[config.mk]
export PLATFORM = sky130hd
export DESIGN_NAME = booth_multiplier_radix4
export DESIGN_NICKNAME = d
export VERILOG_FILES = /design/src/rtl/booth_multiplier_radix4.sv
export SDC_FILE = /design/constraint.sdc
export NUM_CORES = 1
export LEC_CHECK = 0
export BUFFER_PORTS_ARGS = -buffer_cell sky130_fd_sc_hd__buf_2
export CAP_MARGIN = 5
export CORE_MARGIN = 5
export CORE_UTILIZATION = 55
export DETAILED_ROUTE_END_ITERATION = 8
export GPL_ROUTABILITY_DRIVEN = 0
export PLACE_DENSITY_LB_ADDON = 0.3
export SYNTH_ARGS = -nofsm -noshare
export SYNTH_HDL_FRONTEND = slang
export SYNTH_SLANG_ARGS = --single-unit
[constraint.sdc]
create_clock -name clk -period 4.4 [get_ports clk]
set_input_delay 0.44 -clock clk [delete_from_list [all_inputs] [get_ports clk]]
set_output_delay 0.44 -clock clk [all_outputs]
set_load 0.05 [all_outputs]
[src/rtl/booth_multiplier_radix4.sv]
// Sequential Booth multiplier, WIDTH x WIDTH -> 2*WIDTH, signed or unsigned, start/busy/done handshake.
// Define BOOTH_RADIX4_EN for radix-4 recoding (2 bits/cycle); otherwise radix-2 (1 bit/cycle).
module booth_multiplier_radix4 #(
  parameter int WIDTH = 8
) (
  input  logic                 clk,
  input  logic                 rst,
  input  logic                 start,
  input  logic                 is_signed,
  input  logic [WIDTH-1:0]     multiplicand,
  input  logic [WIDTH-1:0]     multiplier,
  output logic [2*WIDTH-1:0]   product,
  output logic                 busy,
  output logic                 done
);
  localparam int E  = WIDTH + 1;
  localparam int AW = WIDTH + 3;
  localparam int PW = 2 * WIDTH;
`ifdef BOOTH_RADIX4_EN
  localparam int QW = E + (E % 2);
  localparam int K  = QW / 2;
`else
  localparam int QW = E;
  localparam int K  = E;
`endif
  localparam int CW = $clog2(K + 1);

  typedef enum logic [1:0] {IDLE, RUN, DONE} state_t;

  state_t          state_q;
  logic [AW-1:0]   m_q, a_q, a_sum, a_d;
  logic [QW-1:0]   q_q, q_d, q_ext;
  logic            qm1_q, qm1_d;
  logic [E-1:0]    m_ext, q_x;
  logic [CW-1:0]   cnt_q;

  always_comb begin
    m_ext = {is_signed & multiplicand[WIDTH-1], multiplicand};
    q_x   = {is_signed & multiplier[WIDTH-1], multiplier};
    // The extended multiplier is already a correct signed value; pad to QW with its sign.
    q_ext = {QW{q_x[E-1]}};
    q_ext[E-1:0] = q_x;
`ifdef BOOTH_RADIX4_EN
    case ({q_q[1:0], qm1_q})
      3'b001, 3'b010: a_sum = a_q + m_q;
      3'b011:         a_sum = a_q + (m_q << 1);
      3'b100:         a_sum = a_q - (m_q << 1);
      3'b101, 3'b110: a_sum = a_q - m_q;
      default:        a_sum = a_q;
    endcase
    a_d   = {{2{a_sum[AW-1]}}, a_sum[AW-1:2]};
    q_d   = {a_sum[1:0], q_q[QW-1:2]};
    qm1_d = q_q[1];
`else
    case ({q_q[0], qm1_q})
      2'b01:   a_sum = a_q + m_q;
      2'b10:   a_sum = a_q - m_q;
      default: a_sum = a_q;
    endcase
    a_d   = {a_sum[AW-1], a_sum[AW-1:1]};
    q_d   = {a_sum[0], q_q[QW-1:1]};
    qm1_d = q_q[0];
`endif
  end

  always_ff @(posedge clk or posedge rst) begin
    if (rst) begin
      state_q <= IDLE;
      m_q     <= '0;
      a_q     <= '0;
      q_q     <= '0;
      qm1_q   <= 1'b0;
      cnt_q   <= '0;
      product <= '0;
      busy    <= 1'b0;
      done    <= 1'b0;
    end else begin
      case (state_q)
        IDLE, DONE: begin
          done <= 1'b0;
          if (start) begin
            m_q     <= {{2{m_ext[E-1]}}, m_ext};
            a_q     <= '0;
            q_q     <= q_ext;
            qm1_q   <= 1'b0;
            cnt_q   <= '0;
            busy    <= 1'b1;
            state_q <= RUN;
          end else begin
            state_q <= IDLE;
          end
        end
        RUN: begin
          a_q   <= a_d;
          q_q   <= q_d;
          qm1_q <= qm1_d;
          cnt_q <= cnt_q + 1'b1;
          if (cnt_q == CW'(K - 1)) begin
            product <= PW'({a_d, q_d});
            done    <= 1'b1;
            busy    <= 1'b0;
            state_q <= DONE;
          end
        end
        default: state_q <= IDLE;
      endcase
    end
  end
endmodule
---- Word level (Yosys, flattened, before mapping) ----
Index checks and enable logic that the tools add are counted.
operators by class
  reductions and logical operators ........ 8
  muxes and demuxes ....................... 17
  eq/ne operators ......................... 7
  add/subtract/negate cells ............... 3
  bitwise logic cells ..................... 2
operator list
  kind                                                              number
  11-bit one-hot mux with 2 select lines                            2
  9-bit one-hot mux with 2 select lines                             1
  11-bit adder                                                      1
  11-bit two-way mux                                                1
  11-bit subtractor                                                 1
  9-bit two-way mux                                                 1
  4-bit one-hot mux with 2 select lines                             1
  2-bit AND reduction                                               4
  1-bit one-hot mux with 2 select lines                             3
  1-bit two-way mux                                                 5
  4-bit by 1-bit adder with 4-bit output (second input constant)    1
  2-bit by 1-bit == test with 1-bit output (second input constant)  2
  2-bit == test (second input constant)                             2
  4-bit == test (second input constant)                             1
  4-bit two-way mux                                                 1
  2-bit != test (second input constant)                             2
  2-bit one-hot mux with 2 select lines                             1
  3-bit AND reduction                                               1
  1-bit AND                                                         2
  2-bit zero test                                                   1
  2-bit two-way mux                                                 1
  2-bit nonzero test                                                1
  2-bit OR reduction                                                1
word-level totals
  register bits after elaboration ......... 54
  logic and storage cells ................. 46
  input bits .............................. 20

---- Depth between registers and ports, before layout ----
Gate-level depths: netlist of the first run.
  depth in word-level cells ............... 4
  depth in mapped cells ................... 12
  depth with buffers taken out ............ 11

---- Least setup slack after synthesis of the first run ----
Ideal clock, no wire load.
  path type ............................... register to register
  start ................................... reg qm1_q
  end ..................................... reg a_q[9]
  arrival ................................. 2.586 ns
  library setup time ...................... 0.079 ns
  slack ................................... 1.735 ns
  stages on the path, launching flop included .. 13
  required time ........................... 4.321 ns
  period minus slack after synthesis ...... 2.665 ns
  path through ............................ dfrtp_1 > inv_1 > ha_1 > clkbuf_1 > nor2_1 > xnor2_1 > ha_1 > nor2b_1 > or2_1 > a221o_1 > a21oi_1 > mux2i_1 > mux2i_1
on the way
  cells in the longest elaborated chain, start to end .. 3
ends and longest elaborated chain
  element                                                                    line  source
  start: declaration                                                         33    logic qm1_q, qm1_d;
  start signal: assignment                                                   96    qm1_q <= qm1_d;
  2-bit == test or 2-bit by 1-bit == test with 1-bit output (tied branches)  55    case ({q_q[0], qm1_q})
  11-bit one-hot mux with 2 select lines (*)                                 55
  11-bit one-hot mux with 2 select lines (*)                                 78    case (state_q)
  end signal: assignment                                                     70    a_q <= '0;
  end signal: assignment                                                     83    a_q <= '0;
  end signal: assignment                                                     94    a_q <= a_d;
  end: declaration                                                           31    logic [AW-1:0] m_q, a_q, a_sum, a_d;
Every way passes the cells marked *; elsewhere a longest branch is shown, timed or not.
A chain may end at the register's enable or synchronous reset.

---- Worst setup path in the final report of the first run ----
  start ................................... reg m_q[2]
  end ..................................... reg a_q[9]
on the way
  cells in the longest elaborated chain, start to end .. 3
ends and longest elaborated chain
  element                                            line    source
  start: declaration                                 31
  start signal: assignment                           82      m_q <= {{2{m_ext[E-1]}}, m_ext};
  11-bit subtractor or 11-bit adder (tied branches)  57, 56
  11-bit one-hot mux with 2 select lines (*)         55
  11-bit one-hot mux with 2 select lines (*)         78
Marked as above.

==> reports/metrics.yaml, run 1 <==
outcome: "complete, no violations"
hold_path_class: "input port to flop"
numClockSinks: 53
drc: 0
syn2layout_area_growth_pct: 11.8
drt_wl_total_um: 5860
grt_pass1_wl_um: 10100
core_um2: 5010
hold_slack_ns: 0.324
cts_buffers: 5
mostFrequentLayoutCell: "nand2_1"
tns_ns: 0
fin_crit_ns: 2.84
cp_cell_sequence: "or4_4 > nor3_1 > a21oi_1 > xnor2_1 > ha_1 > and4_1 > a21oi_1 > mux2i_1 > mux2i_1"
num_io_pins: 38
synth_nets: 341
wl_per_cell_um: 14.3
cts_tree: "built"
synth.distinct_cells: 37
hold_viol_final: 0
drive_gt1_share_pct: 15.9
netlist_instances: 305
cp_max_fo: 6
dp_cells: 402
startpoint_type: "flop"
cts_max_path_buffers: 2
path_class: "flop to flop"
tightestPinTransition_ns: 1.09
fin_ws_ns: 1.56
fin_cells: 410
gr-total-overflow: 0
clk_latency_ns: 0.31
die_x_um: 81.2
die_y_um: 81.2
synth_area_um2: 2790
final_cell_mix: "83 x nand2_1, 53 x dfrtp_1, 37 x buf_2"
dr.first_iter.drc_count: 144
nets: 375
synth_ff_type: "dfrtp_1"
setup_violations: 0
maxCapViolCount: 0
worstPathArrival_ns: 3.06
post_cts_buffers: 0
antenna_found_initial: 0
crit_family: "simple AND/OR/NAND/NOR gates"
routed-via-count: 2258
antenna_left: 0
slowest_delay_ns: 0.58
fmax_ghz: 0.352
synth-warning-count: 0
rsz0062_at_grt: "false"
reg2reg_slack_ns: 1.56
yosys.area.top_type: "dfrtp_1"
grt_max_degree: 54
grt_use_total_pct: 19.8
slowest_stage: "or4_4"
ys_seq_area_share_pct: 47.5
dr.pass1.iters: 4
rows: 26
pre_cts_ws_ns: 1.61
antenna_cells: 0
crit_buf_inv: 0
post-route-period-util_pct: 64.5
dp_hpwl_um: 4250
grt_pass1_vias: 2135
required_ns: 4.62
netlist_top_cells_area: "dfrtp_1 48%, nand2_1 11%, ha_1 6.7%"
relSlewSlack_pct: 27.6
vias_per_cell: 5.51
die_area_um2: 6600
synth_top_area_share_pct: 47.5
io_buffers: 37
finalClockSkew_ns: 0.0136
cts_resized: 0
synth-edff-count: 0
ys_ff_latch: 53
async_reset_ff_share_pct: 100
clkSlewWorstSetupHoldPaths_ns: 0.09
cts_root_buf: "clkbuf_8"
initial_utilization_pct: 55.7
slew_viol_final: 0
n_fill_cell: 462
htreeDepth: 2
cts_hold_buf: 0
synth.avg_cell_area_um2: 9.15
cp-end-kind: "flop"
sequential cells by signal, summed over array words and instances (netlist names):
register / count
a_q: 10
product: 16
done: 1
q_q: 9
m_q: 9
qm1_q: 1
cnt_q: 4
busy: 1
state_q: 2
cells in the mapped netlist (5+ instances only):
master    number
nor2b_1        6
nor2_1        11
nand3_1        5
a22o_1         6
xnor2_1        9
ha_1          15
dfrtp_1       53
mux2i_1        5
inv_1         12
nand2_1       83
clkbuf_1      12
a21oi_1       19
o21ai_0       16
a22oi_1        8
worst paths after layout:
kind / cells past startpoint / to / start
setup reg to reg: 9 / a_q[9] / m_q[2]
min in group asynchronous: 2 / product[3] / rst
max in group asynchronous: 2 / a_q[9] / rst
hold / removal: 3 / m_q[2] / multiplicand[2]
hold reg to reg: 2 / product[3] / product[3]
setup / recovery: 9 / a_q[9] / m_q[2]
through the flow:
| stage | cell area [um^2] | utilization [%] |
|---|---|---|
| global route | 3120 | 62.3 |
| floorplan | 2790 | - |
| global placement | 3040 | 60.6 |
| CTS | 3120 | 62.3 |
| detailed placement | 3040 | 60.6 |
| finish | 3120 | 62.3 |
layer usage:
metal / vias to the layer above / part of all wire [%] / GRT usage (%) / wire, um
li1: 1111 / - / - / -
met1: 1088 / 46 / 26.9 / 2710
met2: 53 / 48 / 33.0 / 2810
met3: 6 / 4.8 / 3.55 / 281
met4: 0 / 0.90 / 4.56 / 53
met5: - / 0 / 0 / 0
cell type report:
class                           count  area (um^2)  share of cell area [%]
Clock buffer                        7         76.3                    2.45
Clock inverter                      1         7.51                   0.241
Tap cell                           70         87.6                    2.81
Inverter                           12         45.0                    1.44
Timing Repair Buffer               40          208                    6.66
Multi-Input combinational cell    227         1370                    43.9
Sequential cell                    53         1330                    42.5
cells by family (layout without fill, tap and decap cells):
family          Yosys count  count (layout)  synth area share [%]
compound gates           65              65                  14.6
xor+xnor                 12              12                  3.77
fa+ha+maj                16              16                  7.44
buf+inv                  25              60                  3.36
flops                    53              53                  47.5
mux                       9               9                  3.41
simple gates            125             125                  19.9
tightest hold or removal path, stage by stage:
cell and delay [ns]:
buf_2 0.08, nand2_1 0.04, nand2_1 0.04
Power of run 1 is not shown: default switching activity piles up to over one toggle a cycle in this logic, so the estimate is an artifact.
==> run 2: changes to the inputs <==
clock period = 2.95 ns   (was 4.4 ns; I/O delays follow)
==> run 2 against run 1 <==
Hold slack got worse by 0.15 ns; core utilization rose by 0.65 points; critical endpoint unchanged; critical path depth rose by 2.
==> reports/metrics.yaml, run 2 (synthesis results as in run 1) <==
relSlewSlack_pct: 28.6
required_ns: 3.18
dr.pass1.iters: 4
largest_register_ffs: 16
r2r_start: "m_q[2]"
io_buffers: 37
r2r_cells: 11
clk_latency_ns: 0.31
cts_buffers: 5
grt_pass1_wl_um: 10500
clkSlewWorstSetupHoldPaths_ns: 0.09
cts_root_buf: "clkbuf_8"
tns_ns: 0
final_cell_mix: "83 x nand2_1, 52 x dfrtp_1, 37 x buf_2"
reg2reg_slack_ns: 0.20
fin_ws_ns: 0.201
cts_max_path_buffers: 2
die_x_um: 81.2
die_y_um: 81.2
routed-via-count: 2244
finalClockSkew_ns: 0.0124
post_cts_buffers: 0
antenna_cells: 0
drive_gt1_share_pct: 17.6
num_io_pins: 38
postLayoutCoreUtil_pct: 62.9
mostFrequentLayoutCell: "nand2_1"
setup_violations: 0
post-route-period-util_pct: 93.2
cts_resized: 0
tightestPinTransition_ns: 1.07
htreeDepth: 2
nets: 376
grt_use_total_pct: 20.7
rsz0062_at_grt: "false"
numClockSinks: 53
antenna_found_initial: 0
rows: 26
path_class: "flop to flop"
n_fill_cell: 471
cp_max_fo: 6
hold_viol_final: 0
dp_hpwl_um: 4330
hp-start: "multiplicand[6]"
syn2layout_area_growth_pct: 13.0
slew_viol_final: 0
hold_path_class: "input port to flop"
antenna_left: 0
regMostFlops: "product"
core_um2: 5010
vias_per_cell: 5.46
hold_slack_ns: 0.172
dr.first_iter.drc_count: 157
min_to: "m_q[6]"
drc: 0
timing.rr.end: "a_q[9]"
fmax_ghz: 0.364
maxCapViolCount: 0
worstPathArrival_ns: 2.98
initial_utilization_pct: 55.7
startpoint_type: "flop"
regArea_um2: 1330
wl_per_cell_um: 14.5
cts_tree: "built"
grt_max_degree: 54
min_path_cells: 3
gr-total-overflow: 0
multi_input_area_um2: 1380
pre_cts_ws_ns: 0.171
drt_wl_total_um: 5960
cp-end-kind: "flop"
outcome: "complete, no violations"
reg_top3: "product x16, a_q x10"
die_area_um2: 6600
fin_crit_ns: 2.75
grt_pass1_vias: 2269
cts_hold_buf: 0
-- run 2: changes by cell type in the layout (fill, tap and decap cells not counted), sizes merged --
| cell | change |
|---|---|
| buf | +1 |
| clkbuf | -1 |
| clkinv | +1 |
| clkinvlp | -1 |
| inv | +1 |
-- run 2: how the worst max path moves through the flow --
stage                     startpoint  endpoint  cells after the start
final                         m_q[2]    a_q[9]                     11
after global routing          m_q[2]    a_q[9]                     11
after CTS                      qm1_q    a_q[9]                     11
after detailed placement       qm1_q    a_q[9]                     11
after global placement        m_q[2]    a_q[9]                     11
after floorplan                qm1_q    a_q[9]                     12
-- run 2: layout make-up --
class | count | share of cell area [%]
well taps | 70 | 2.78
repair buffers | 41 | 6.83
multi-input cells | 227 | 43.7
clock buffers | 6 | 2.62
clock inverters | 2 | 0.556
flip-flops and latches | 53 | 42.1
inverters | 12 | 1.43
-- run 2: critical path: stages, from the launching register on --
cell	delay [ns]
dfrtp_2	0.46
or4_4	0.57
nor2_1	0.12
a21oi_1	0.08
xnor2_1	0.15
ha_1	0.36
a21o_1	0.22
nand3_1	0.08
nand2_1	0.06
a21oi_1	0.15
mux2i_1	0.24
mux2i_1	0.20
-- run 2: layer usage --
metal / track usage [%] / part of all wire (%) / vias to the layer above
met3: 4.10 / 5.9 / 9
li1: - / - / 1111
met1: 27.8 / 45 / 1055
met4: 6.25 / 1.5 / 0
met5: 0 / 0 / -
met2: 33.7 / 47 / 69
-- run 2: stage by stage --
| stage | instances | instance area (um^2) |
|---|---|---|
| after detailed placement | 403 | 3040 |
| after floorplan | 305 | 2790 |
| after global routing | 411 | 3150 |
| final | 411 | 3150 |
| after CTS | 411 | 3140 |
| after global placement | 403 | 3040 |
Power of run 2 is left out for the same reason.
